## src/rtl/layer_priority_mux.sv

```systemverilog
// Fixed-priority N-layer pixel compositor with two-stage pipeline and per-frame overlap reporting.
// Optional macro LAYER_COLLISION_EN enables collisionNow/collisionFrame; otherwise they are tied to 0.
module layer_priority_mux #(
    parameter int N_LAYERS = 4,
    parameter int RGB_W = 8,
    parameter logic [RGB_W-1:0] TRANSPARENT = RGB_W'(8'hFF),
    localparam int TL_W = $clog2(N_LAYERS + 1)
) (
    input  logic                      clk,
    input  logic                      resetN,
    input  logic [N_LAYERS-1:0]       drawingRequest,
    input  logic [N_LAYERS*RGB_W-1:0] layerRGB,
    input  logic [N_LAYERS-1:0]       layerEnable,
    input  logic                      BGDrawingRequest,
    input  logic [RGB_W-1:0]          backGroundRGB,
    input  logic [RGB_W-1:0]          RGB_MIF,
    input  logic                      startOfFrame,
    output logic [RGB_W-1:0]          RGBOut,
    output logic [TL_W-1:0]           topLayer,
    output logic                      collisionNow,
    output logic [N_LAYERS-1:0]       collisionFrame
);

    logic [N_LAYERS-1:0]       eff;
    logic [N_LAYERS-1:0]       eff_q;
    logic [N_LAYERS*RGB_W-1:0] rgb_q;
    logic                      bg_req_q;
    logic [RGB_W-1:0]          bg_rgb_q;
    logic [RGB_W-1:0]          mif_q;
    logic [RGB_W-1:0]          sel_rgb;
    logic [TL_W-1:0]           sel_top;

    // A layer only counts when requested, enabled and not showing the colour key.
    always_comb begin
        eff = '0;
        for (int i = 0; i < N_LAYERS; i++) begin
            eff[i] = drawingRequest[i] & layerEnable[i]
                     & (layerRGB[i*RGB_W +: RGB_W] != TRANSPARENT);
        end
    end

    always_ff @(posedge clk or negedge resetN) begin
        if (!resetN) begin
            eff_q    <= '0;
            rgb_q    <= '0;
            bg_req_q <= 1'b0;
            bg_rgb_q <= '0;
            mif_q    <= '0;
        end else begin
            eff_q    <= eff;
            rgb_q    <= layerRGB;
            bg_req_q <= BGDrawingRequest;
            bg_rgb_q <= backGroundRGB;
            mif_q    <= RGB_MIF;
        end
    end

    // Descending scan so the lowest active index is the last (winning) assignment.
    always_comb begin
        sel_rgb = bg_req_q ? bg_rgb_q : mif_q;
        sel_top = TL_W'(N_LAYERS);
        for (int i = N_LAYERS - 1; i >= 0; i--) begin
            if (eff_q[i]) begin
                sel_rgb = rgb_q[i*RGB_W +: RGB_W];
                sel_top = TL_W'(i);
            end
        end
    end

    always_ff @(posedge clk or negedge resetN) begin
        if (!resetN) begin
            RGBOut   <= '0;
            topLayer <= '0;
        end else begin
            RGBOut   <= sel_rgb;
            topLayer <= sel_top;
        end
    end

`ifdef LAYER_COLLISION_EN
    logic                sof_q;
    logic                coll;
    logic [N_LAYERS-1:0] col_acc;

    // Two or more bits set <=> clearing the lowest set bit leaves something.
    assign coll = |(eff_q & (eff_q - N_LAYERS'(1)));

    always_ff @(posedge clk or negedge resetN) begin
        if (!resetN) begin
            sof_q <= 1'b0;
        end else begin
            sof_q <= startOfFrame;
        end
    end

    always_ff @(posedge clk or negedge resetN) begin
        if (!resetN) begin
            collisionNow   <= 1'b0;
            collisionFrame <= '0;
            col_acc        <= '0;
        end else begin
            collisionNow <= coll;
            if (sof_q) begin
                // First pixel of the new frame belongs to the new accumulation.
                collisionFrame <= col_acc;
                col_acc        <= coll ? eff_q : '0;
            end else if (coll) begin
                col_acc <= col_acc | eff_q;
            end
        end
    end
`else
    logic unused_sof;
    assign unused_sof     = startOfFrame;
    assign collisionNow   = 1'b0;
    assign collisionFrame = '0;
`endif

endmodule
```

## config.mk

```make
export PLATFORM = sky130hd
export DESIGN_NAME = layer_priority_mux
export DESIGN_NICKNAME = d
export VERILOG_FILES = /design/src/rtl/layer_priority_mux.sv
export SDC_FILE = /design/constraint.sdc
export NUM_CORES = 1
export LEC_CHECK = 0
export BUFFER_PORTS_ARGS = -buffer_cell sky130_fd_sc_hd__buf_2
export CAP_MARGIN = 20
export CORE_ASPECT_RATIO = 0.8
export CORE_MARGIN = 5
export CORE_UTILIZATION = 46
export CTS_BUF_LIST = sky130_fd_sc_hd__clkbuf_8
export CTS_CLUSTER_DIAMETER = 50
export CTS_CLUSTER_SIZE = 14
export DETAILED_ROUTE_END_ITERATION = 7
export GPL_ROUTABILITY_DRIVEN = 1
export PLACE_DENSITY = 0.77
export SYNTH_ARGS = -nofsm -noshare
export SYNTH_HDL_FRONTEND = slang
export SYNTH_SLANG_ARGS = --single-unit
```

## constraint.sdc

```tcl
create_clock -name clk -period 1.2 [get_ports clk]
set_input_delay 0.12 -clock clk [delete_from_list [all_inputs] [get_ports clk]]
set_output_delay 0.12 -clock clk [all_outputs]
set_load 0.1 [all_outputs]
```

# Word-level counts from Yosys, hierarchy flattened
# Index checks and enable logic that the tools add are counted.
# word_totals
reg_bits	64
input_bits	60
# classes
eq_ne	4
muxes	9
bitwise	8
# op_table
operator	n
$mux 8	5
$ne 8x8->1 const B	4
$mux 3	4
$and 1x1->1	8

# Depth between registers and ports, before layout
# logic_depth
word_depth	5
depth_mapped	4
ltp_nobuf	3

# Worst setup path after synthesis
# OpenSTA, ideal clock, no wires.
# synth_timing
kind	reg2reg
from	register bg_req_q
to	register RGBOut[2]
setup_ps	135
t_arrival_ps	1121
required_time_ps	1065
setup_slack_ps	-56
path_stages_with_launch	5
path_buffers	1
synth_period_minus_slack_ps	1256
cell_sequence	dfrtp_1 -> buf_6 -> mux2_4 -> a221oi_1 -> o31ai_1
# synth_via
elab_chain_len	5
# synth_rtl
item	line	text
start: declaration	27	logic bg_req_q;
start signal: assignment	52	bg_req_q <= BGDrawingRequest;
$mux 8	60	sel_rgb = bg_req_q ? bg_rgb_q : mif_q;
$mux 8 (4 in a row)	63	if (eff_q[i]) begin
named net sel_rgb[2]	30	logic [RGB_W-1:0] sel_rgb;
end signal: assignment	75	RGBOut <= sel_rgb;
end: declaration	18	output logic [RGB_W-1:0] RGBOut,
# The timed path passes the listed nets, and every way through them passes these cells.

# Worst setup path after layout
# layout_timing
from	register bg_req_q
to	register RGBOut[7]
# The elaborated chain is that of the path after synthesis.

==> flow_metrics.tcl <==
set metrics [dict create \
    grt_pass1_wl_mm 9.20 \
    vias 1678 \
    grt_start_max_net_pins 65 \
    crit_fanout 8 \
    max-vdd-ir-drop_v 0.00126 \
    grt_usage 0.203 \
    synth.most_common_cell "dfrtp_1" \
    cts_root_buf "clkbuf_8" \
    drc_errors 0 \
    syn_avg_cell_area_sq_um 15.4 \
    grt_pass1_vias 1853 \
    cts_buffers 9 \
    worst_r2r_endpoint "RGBOut[7]$_DFF_PN0_" \
    synth_cells 144 \
    drive_above_1_share 0.391 \
    drt_pass1_iterations 4 \
    hold_class "in -> reg" \
    fin_ws_ps -141 \
    max_freq_mhz 745 \
    die_area_sq_um 6310 \
    rsz0062_at_grt "true" \
    slew_violations 0 \
    yosysTopAreaCell "dfrtp_1" \
    max_cap_viol_count 0 \
    worstReg2RegStart "bg_req_q$_DFF_PN0_" \
    cp_top_family "flip-flops" \
    power.density_nw_per_um2 1460 \
    cts_sinks 64 \
    clk_pin_slew_ps 70 \
    start_util 0.479 \
    period_minus_slack_ps 1340 \
    synth_area_sq_um 2220 \
    hold_viol 0 \
    core_area_sq_um 4620 \
    drtIter0Drc 78 \
    place_hpwl_mm 3.59 \
    post_drt_wl_per_cell_um 17.4 \
    port-buffer-count 69 \
    cp.required_ps 1380 \
    die_height_um 72.1 \
    final_util 0.750 \
    ys_seq_area_frac 0.723 \
    whs_ps 22.6 \
    worst_pin_slew_ps 649 \
    finClkSkew_ps 4.52 \
    antenna_found_initial 1 \
    finalNonFillerCells 345 \
    synth_top_flop_cell "dfrtp_1" \
    synthArstFlopShare 1.00 \
    violations "negative setup slack" \
    worstPathBufferInverterCount 1 \
    synthTopCellsByArea "dfrtp_1 72%, a21o_1 2.7%, mux2_4 2.7%, o31ai_1 2.7%, nand4_1 2.3%" \
    critPathKind "reg -> reg" \
    critPathSlowestCell "dfrtp_2" \
    die_width_um 87.6 \
    status "complete, but fails checks" \
    wl_mm 5.99 \
    row_count 22 \
    critical_path.max_stage_delay_ps 420 \
    io_pins 76 \
    start_kind "register" \
    crit_chain "buf_12 -> mux2_4 -> a221oi_2 -> o31ai_1" \
    whs_path_depth 2 \
    grt-ovfl-total 0 \
    finalSetupViolCount 9 \
    leakage_nw 1.70 \
    rrSetupSlack_ps -140 \
    clk_latency_ps 330 \
    rr_worst_depth 4 \
    n_fill_cell 292 \
    ys_seq_elements 64 \
    crit_path_end_kind "register" \
    synth-edff-count 0 \
    slew_headroom 0.567 \
    holdCritStartpoint "layerEnable[0]" \
    cts_tree "yes" \
    synth.distinct_cells 24 \
    nets 339 \
    vias_per_cell 4.86 \
    ant_nets 0 \
    h-tree-depth 3 \
    fin_crit_sh 1.12 \
    area_delta_synth_final_pct 56.5 \
    yosys_warnings 0 \
    gp_congestion 0.763 \
    post-place-cells 273 \
    synth_top_area_frac 0.723 \
    clockBufferDepth 2 \
    crit_arrival_ps 1520 \
    holdPathEnd "eff_q[0]$_DFF_PN0_" \
]
## layout by cell type (no fill, tap or decap)
master,n
a211oi_2,1
a21o_1,8
a221oi_2,7
and2b_1,1
and3b_1,1
buf_12,2
buf_2,58
buf_4,18
bufinv_16,1
clkbuf_8,9
clkinv_2,3
clkinvlp_4,2
conb_1,5
dfrtp_1,63
dfrtp_2,1
diode_2,1
dlygate4sd3_1,54
inv_1,1
mux2_4,8
nand2_1,8
nand4_1,8
nor2_1,2
nor2_4,1
nor2b_1,8
nor3_1,1
nor4_1,1
o211a_1,4
o31ai_1,8
## sequential cells by signal, indices dropped and copies added, names as in the netlist
register,count
RGBOut,8
bg_req_q,1
bg_rgb_q,8
eff_q,4
mif_q,8
rgb_q,32
topLayer,3
## per-layer routing
metal | GRT usage | share of wire
met5 | 0 | 0
met4 | 0.0426 | 0.0065
met3 | 0.0885 | 0.063
met2 | 0.364 | 0.55
met1 | 0.225 | 0.38
## logic make-up (layout without fill, tap and decap cells)
logic type | count (synthesis) | in the layout | synth area share
buf+inv | 12 | 148 | 0.0367
mux | 8 | 8 | 0.0474
compound gates | 28 | 28 | 0.112
flops | 64 | 64 | 0.723
simple gates | 31 | 31 | 0.0796
other cells | 1 | 6 | 0.00169
## stage by stage
stage          setup TNS (ps)  area, sq um  setup slack (ps)  total power [mW]
2_1_floorplan           -15.3         2280             -15.3              2.95
3_3_place_gp            -1590         2690              -217              3.19
3_5_place_dp            -2080         2690              -279              3.20
4_1_cts                  -791         3450              -125              5.08
5_1_grt                 -1290         3470              -161              5.27
6_report                 -917         3470              -141              5.06
## power breakdown
| group | internal, mW | leakage [nW] | switching (mW) |
|---|---|---|---|
| logic | 0.371 | 0.845 | 0.618 |
| registers | 2.29 | 0.755 | 0.0658 |
| clock network | 0.938 | 0.0962 | 0.778 |
## area by class of cell
type	instances	area, sq um	share of cell area
Antenna cell	1	2.50	0.000722
Clock inverter	7	63.8	0.0184
Sequential cell	64	1600	0.462
Clock buffer	9	124	0.0357
Timing Repair Buffer	132	1010	0.290
Tap cell	60	75.1	0.0217
Multi-Input combinational cell	72	593	0.171
## worst max-delay path by stage
stage / start / endpoint / slack, ps / cells past startpoint
floorplan: bg_req_q$_DFF_PN0_ / RGBOut[2]$_DFF_PN0_ / -20 / 4
finish: bg_req_q$_DFF_PN0_ / RGBOut[7]$_DFF_PN0_ / -140 / 4
global route: bg_req_q$_DFF_PN0_ / RGBOut[7]$_DFF_PN0_ / -160 / 4
detailed placement: bg_req_q$_DFF_PN0_ / RGBOut[2]$_DFF_PN0_ / -280 / 3
CTS: bg_req_q$_DFF_PN0_ / RGBOut[7]$_DFF_PN0_ / -120 / 4
global placement: bg_req_q$_DFF_PN0_ / RGBOut[2]$_DFF_PN0_ / -220 / 3
## worst register-to-register path: cells and delay by family (launching register included)
| kind | cells | cell delay, ps |
|---|---|---|
| flip-flops | 1 | 420 |
| AO/OA/AOI/OAI | 2 | 320 |
| multiplexers | 1 | 300 |
| buffers and inverters | 1 | 150 |
## what timing repair did
action                     4_1_cts  5_1_grt
hold buffers                    53        1
hold endpoints to repair       116        1
pin swaps                        2        0
setup endpoints to repair       19        9
gates resized for setup         12        0
setup buffers                    1        0
No activity file was read; power rests on OpenSTA's default activity.
